<file path="config.mk">
export PLATFORM = sky130hd
export DESIGN_NAME = mmio_timer_led
export DESIGN_NICKNAME = d
export VERILOG_FILES = /design/src/rtl/mmio_timer_pkg.sv /design/src/rtl/mmio_timer_led_prescaler.sv /design/src/rtl/mmio_timer_led.sv
export SDC_FILE = /design/constraint.sdc
export NUM_CORES = 1
export LEC_CHECK = 0
export BUFFER_PORTS_ARGS = -buffer_cell sky130_fd_sc_hd__clkbuf_2
export CORE_ASPECT_RATIO = 2
export CORE_MARGIN = 5
export CORE_UTILIZATION = 47
export DETAILED_ROUTE_END_ITERATION = 10
export HOLD_SLACK_MARGIN = 0.06
export MAX_ROUTING_LAYER = met4
export PLACE_DENSITY = 0.8
export SLEW_MARGIN = 25
export SYNTH_ARGS = -nofsm -noshare
export SYNTH_HDL_FRONTEND = slang
export SYNTH_HIERARCHICAL = 1
export SYNTH_SLANG_ARGS = --single-unit
export TNS_END_PERCENT = 100
</file>
<file path="constraint.sdc">
create_clock -name clk -period 4.1 [get_ports clk]
set_input_delay 0.41 -clock clk [delete_from_list [all_inputs] [get_ports clk]]
set_output_delay 0.41 -clock clk [all_outputs]
set_load 0.03 [all_outputs]
</file>
<file path="src/rtl/mmio_timer_pkg.sv">
// Shared register map, bit positions and state type for the MMIO timer/LED block.
// CTRL bit 3 (IRQ mask) only has storage when MMIO_TIMER_IRQ_EN is defined.
package mmio_timer_pkg;

    localparam logic [4:0] OFF_LED      = 5'h00;
    localparam logic [4:0] OFF_CTRL     = 5'h04;
    localparam logic [4:0] OFF_LOAD     = 5'h08;
    localparam logic [4:0] OFF_COUNT    = 5'h0C;
    localparam logic [4:0] OFF_STATUS   = 5'h10;
    localparam logic [4:0] OFF_PRESCALE = 5'h14;

    localparam int CTRL_START    = 0;
    localparam int CTRL_PERIODIC = 1;
    localparam int CTRL_STOP     = 2;
    localparam int CTRL_IRQ_MASK = 3;

    localparam int STAT_BUSY = 0;
    localparam int STAT_DONE = 1;

    typedef enum logic {IDLE, RUN} timer_state_t;

    // Word-aligned byte offset inside the window; the byte lane bits are dropped.
    function automatic logic [4:0] reg_offset(input logic [2:0] word_sel);
        return {word_sel, 2'b00};
    endfunction

endpackage

</file>
<file path="src/rtl/mmio_timer_led_prescaler.sv">
// Prescaler for the MMIO timer: counts 0..prescale and pulses tick on the terminal value.
module mmio_prescaler #(
    parameter int PRESCALE_W = 16
) (
    input  logic                  clk,
    input  logic                  reset,
    input  logic                  clear,
    input  logic                  en,
    input  logic [PRESCALE_W-1:0] prescale,
    output logic                  tick
);

    logic [PRESCALE_W-1:0] pcnt_reg;
    logic [PRESCALE_W-1:0] pcnt_next;

    assign tick = en && (pcnt_reg == prescale);

    always_comb begin
        pcnt_next = pcnt_reg;
        if (clear) begin
            pcnt_next = '0;
        end else if (en) begin
            pcnt_next = tick ? '0 : pcnt_reg + 1'b1;
        end
    end

    always_ff @(posedge clk or negedge reset) begin
        if (!reset) begin
            pcnt_reg <= '0;
        end else begin
            pcnt_reg <= pcnt_next;
        end
    end

endmodule

</file>
<file path="src/rtl/mmio_timer_led.sv">
// Memory-mapped LED register plus prescaled down-counting timer with sticky DONE.
// Optional MMIO_TIMER_IRQ_EN adds CTRL bit 3 (IRQ mask) and the level irq output.
module mmio_timer_led
    import mmio_timer_pkg::*;
#(
    parameter logic [31:0] BASE_ADDR  = 32'h0000_0800,
    parameter int          PRESCALE_W = 16
) (
    input  logic        clk,
    input  logic        reset,
    input  logic        we,
    input  logic [31:0] a,
    input  logic [31:0] wd,
    output logic [31:0] rd,
    output logic        hit,
    output logic [7:0]  led
`ifdef MMIO_TIMER_IRQ_EN
    ,
    output logic        irq
`endif
);

    timer_state_t          state_reg, state_next;
    logic [7:0]            led_reg;
    logic [31:0]           load_reg;
    logic [31:0]           count_reg, count_next;
    logic [PRESCALE_W-1:0] prescale_reg;
    logic                  periodic_reg;
    logic                  done_reg, done_next;
    logic                  irq_mask_reg;

    logic [4:0]  sel;
    logic        wr, start_w, stop_w, clr_done_w;
    logic        set_done, tick, pre_clear, pre_en;
    logic [31:0] prescale_rd;
    logic        unused_addr_bits;

    assign unused_addr_bits = ^a[1:0];

    assign hit        = (a[31:5] == BASE_ADDR[31:5]);
    assign sel        = reg_offset(a[4:2]);
    assign wr         = we && hit;
    assign start_w    = wr && (sel == OFF_CTRL) && wd[CTRL_START];
    assign stop_w     = wr && (sel == OFF_CTRL) && wd[CTRL_STOP];
    assign clr_done_w = wr && (sel == OFF_STATUS) && wd[STAT_DONE];

    // Prescaler restarts on any START and idles outside RUN.
    assign pre_clear = (state_reg == IDLE) || start_w;
    assign pre_en    = (state_reg == RUN);

    mmio_prescaler #(
        .PRESCALE_W (PRESCALE_W)
    ) u_prescaler (
        .clk      (clk),
        .reset    (reset),
        .clear    (pre_clear),
        .en       (pre_en),
        .prescale (prescale_reg),
        .tick     (tick)
    );

    // STOP beats START; START always reloads COUNT from LOAD, a zero LOAD expires at once.
    always_comb begin
        state_next = state_reg;
        count_next = count_reg;
        set_done   = 1'b0;
        if (stop_w) begin
            state_next = IDLE;
        end else if (start_w) begin
            count_next = load_reg;
            if (load_reg != 32'd0) begin
                state_next = RUN;
            end else begin
                state_next = IDLE;
                set_done   = 1'b1;
            end
        end else if ((state_reg == RUN) && tick) begin
            if (count_reg <= 32'd1) begin
                set_done = 1'b1;
                if (periodic_reg) begin
                    count_next = load_reg;
                    state_next = (load_reg != 32'd0) ? RUN : IDLE;
                end else begin
                    count_next = 32'd0;
                    state_next = IDLE;
                end
            end else begin
                count_next = count_reg - 32'd1;
            end
        end
        done_next = (done_reg && !clr_done_w) || set_done;
    end

    always_ff @(posedge clk or negedge reset) begin
        if (!reset) begin
            state_reg    <= IDLE;
            count_reg    <= '0;
            done_reg     <= 1'b0;
            led_reg      <= '0;
            load_reg     <= '0;
            prescale_reg <= '0;
            periodic_reg <= 1'b0;
        end else begin
            state_reg <= state_next;
            count_reg <= count_next;
            done_reg  <= done_next;
            if (wr) begin
                case (sel)
                    OFF_LED:      led_reg      <= wd[7:0];
                    OFF_CTRL:     periodic_reg <= wd[CTRL_PERIODIC];
                    OFF_LOAD:     load_reg     <= wd;
                    OFF_PRESCALE: prescale_reg <= wd[PRESCALE_W-1:0];
                    default:      ;
                endcase
            end
        end
    end

`ifdef MMIO_TIMER_IRQ_EN
    always_ff @(posedge clk or negedge reset) begin
        if (!reset) begin
            irq_mask_reg <= 1'b0;
        end else if (wr && (sel == OFF_CTRL)) begin
            irq_mask_reg <= wd[CTRL_IRQ_MASK];
        end
    end

    assign irq = done_reg && irq_mask_reg;
`else
    assign irq_mask_reg = 1'b0;
`endif

    always_comb begin
        prescale_rd                   = '0;
        prescale_rd[PRESCALE_W-1:0]   = prescale_reg;
    end

    always_comb begin
        rd = '0;
        if (hit) begin
            case (sel)
                OFF_LED:      rd[7:0] = led_reg;
                OFF_CTRL: begin
                    rd[CTRL_PERIODIC] = periodic_reg;
                    rd[CTRL_IRQ_MASK] = irq_mask_reg;
                end
                OFF_LOAD:     rd = load_reg;
                OFF_COUNT:    rd = count_reg;
                OFF_STATUS: begin
                    rd[STAT_BUSY] = (state_reg == RUN);
                    rd[STAT_DONE] = done_reg;
                end
                OFF_PRESCALE: rd = prescale_rd;
                default:      rd = '0;
            endcase
        end
    end

    assign led = led_reg;

endmodule

</file>
==> impl_metrics.py <==
metrics = {
    "status": {
        "status": "complete, no violations",
    },
    "synth": {
        "synth_top_area_cell": "dfrtp_1",
        "ys_types": 67,
        "synth.avg_cell_area_sq_um": 9.71,
        "syn_inst": 677,
        "synth_area_leaders": "dfrtp_1, mux2_2, mux2i_1, nor2_1, mux2_1",
        "synth_top_area_share_pct": 40.7,
        "ys_ff_latch": 107,
        "synth-edff-count": 0,
        "ys_warn_count": 6,
        "seq_area_frac_synth_pct": 40.7,
        "synth_ff_type": "dfrtp_1",
        "synthArstFlopShare_pct": 100,
        "netlist_area_sq_um": 6570,
        "syn_nets": 747,
    },
    "finish": {
        "fin_util_pct": 55.2,
        "fillers": 1254,
        "final_common_cell": "dfrtp_1",
        "layout_common_cells": "dfrtp_1, clkbuf_2, nor2_1, nand2_1, mux2_2",
        "multi_input_area_sq_um": 3700,
        "drive_above_1_share_pct": 24.9,
        "antennaDiodeCount": 0,
        "area.growth.synth_to_final_pct": 16.1,
        "finalNetCount": 845,
        "layout.area.seq_sq_um": 2680,
    },
    "global_route": {
        "antenna_found_initial": 0,
        "grt_pass1_wl_um": 32100,
        "grt_max_degree": 44,
        "track_usage_pct": 25.5,
        "first_global_vias": 6315,
        "overflow": 0,
    },
    "clocking": {
        "cts_setup_buffers": 0,
        "cts_max_path_buffers": 2,
        "cts_sinks": 107,
        "clk_latency_ns": 0.35,
        "h-tree-depth": 3,
        "tritoncts": "done",
        "numCtsBuffers": 9,
        "path_clk_slew_ns": 0.07,
        "ctsRootBufferMaster": "clkbuf_16",
    },
    "floorplanning": {
        "die_h_um": 177,
        "dieArea_sq_um": 16600,
        "io_pins": 108,
        "row_count": 61,
        "die_w_um": 93.6,
        "core-area_sq_um": 13800,
        "initial_utilization_pct": 47.6,
    },
    "timing": {
        "setup_ws_ns": 0.767,
        "hold_slack_ns": 0.269,
        "fin_setup_tns_ns": 0,
        "drv_slew": 0,
        "worst_slew_pin_slew_ns": 0.934,
        "final_hold_viol_count": 0,
        "relSlewSlack_pct": 37.1,
        "rsz0062_at_grt": "false",
        "period_share_pct": 81.3,
        "fin_crit_ns": 3.33,
        "fin_skew_ns": 0.00922,
        "max_freq_ghz": 0.300,
        "final-setup-viol-count": 0,
    },
    "critical_path": {
        "cp-end-kind": "flip-flop",
        "start_kind": "flip-flop",
        "slowest_stage": "a21oi_1",
        "crit_path_cell_trace": "xnor2_1 > nand4_1 > or4_4 > nor4b_4 > nand2_1 > a21oi_1 > nand3_4 > or3_1 > nand3_1",
        "reg2regPathDepth": 9,
        "crit_type": "flip-flop to flip-flop",
        "critPathMaxFanout": 19,
        "arrival_ns": 3.62,
        "r2r_slack_ns": 0.77,
        "critPathMaxStageDelay_ns": 0.47,
        "critPathRequiredTime_ns": 4.38,
    },
    "placement": {
        "gp_congestion": 0.962,
        "hpwl_um": 15300,
        "port_buffers": 105,
        "dp_worst_setup_slack_ns": 0.731,
    },
    "route": {
        "dr.pass1.iters": 5,
        "drt_iter0_drc": 543,
        "drt-wirelength-per-cell_um": 21.0,
        "vias": 6047,
        "ant_nets": 0,
        "via_per_inst": 6.24,
        "drc": 0,
        "wl_um": 20300,
    },
    "flow_run": {
        "maxCapViolCount": 0,
    },
    "power_and_ir_drop": {
        "ir_drop_mv": 0.227,
        "p_leak_uw": 0.00362,
        "p_per_area_nw_per_um2": 274,
    },
    "worst_hold_path": {
        "min_path_type": "input pin to flip-flop",
        "min_delay_path_depth": 2,
    },
}
-- report_power, final --
| group | switching (uW) | internal, uW | total (uW) |
|---|---|---|---|
| clock | 421 | 517 | 938 |
| sequential | 0.0000243 | 1050 | 1050 |
| combinational | 62.7 | 37.4 | 100 |
| total | 484 | 1610 | 2090 |
-- worst paths after layout --
check,from,to
min in group asynchronous,reset,led[1]
hold / removal,wd[23],load_reg[23]
setup reg to reg,u_prescaler/pcnt_reg[2],count_reg[14]
hold reg to reg,done_reg,done_reg
max in group asynchronous,reset,load_reg[12]
setup / recovery,u_prescaler/pcnt_reg[2],count_reg[14]
-- routing by layer --
metal / wire (um) / vias to the layer above / global-route usage, %
met5: 0 / - / -
met2: 11200 / 232 / 46.3
met1: 6960 / 2967 / 24.9
met3: 764 / 102 / 2.64
met4: 1410 / 0 / 17.5
li1: - / 2746 / -
-- layout make-up --
cell class / instances / area share [%]
clock buffer: 11 / 3.31
multi-input combinational: 527 / 48.5
tap: 189 / 3.10
timing repair buffer: 123 / 8.72
clock inverter: 5 / 0.885
inverter: 7 / 0.344
sequential: 107 / 35.1
-- cell usage after synthesis, types with 4 or more instances --
| library cell | number |
|---|---|
| o31ai_1 | 4 |
| mux2_1 | 21 |
| nand2b_1 | 6 |
| nand4_1 | 13 |
| nor3_1 | 32 |
| dfrtp_1 | 107 |
| a221o_1 | 10 |
| nor4b_1 | 5 |
| o22a_1 | 4 |
| xor2_1 | 18 |
| a211o_1 | 17 |
| buf_2 | 5 |
| nand3_1 | 24 |
| o211ai_1 | 5 |
| o311ai_1 | 4 |
| a22oi_1 | 7 |
| and2_1 | 5 |
| mux2i_1 | 35 |
| o21ai_0 | 13 |
| a21boi_1 | 8 |
| and4_1 | 4 |
| nor2_1 | 83 |
| xnor2_1 | 6 |
| mux2_2 | 40 |
| inv_1 | 6 |
| clkbuf_1 | 23 |
| o2bb2ai_1 | 10 |
| nor4_1 | 34 |
| or3_1 | 5 |
| nand2_1 | 42 |
| a21oi_1 | 17 |
-- cells by family after synthesis --
logic type	count (synthesis)	synth area share, %
AOI/OAI and AO/OA	125	14.3
muxes	96	15.8
xor gates and xnor gates	24	3.20
DFF	107	40.7
buffers and inverters	43	3.01
adders and majority gates	3	0.571
and+or+nand+nor	279	22.4
-- worst max-delay path, delay by kind of cell, from the launching register on --
kind	cells	cell delay (ns)
and+or+nand+nor	7	2.05
xor gates and xnor gates	1	0.29
AOI/OAI and AO/OA	1	0.47
DFF	1	0.44
-- per-stage QoR --
| stage | power [uW] | area [sq um] | instances |
|---|---|---|---|
| 2_1_floorplan | 1110 | 6570 | 677 |
| 3_3_place_gp | 1170 | 7300 | 952 |
| 3_5_place_dp | 1170 | 7300 | 952 |
| 4_1_cts | 2090 | 7630 | 969 |
| 5_1_grt | 2150 | 7630 | 969 |
| 6_report | 2090 | 7630 | 969 |
-- repair_timing --
item	4_1_cts	5_1_grt
gates resized for setup	0	0
hold buffers	1	0
endpoints found under the hold margin	31	0
Power figures use the tool's default switching activity.
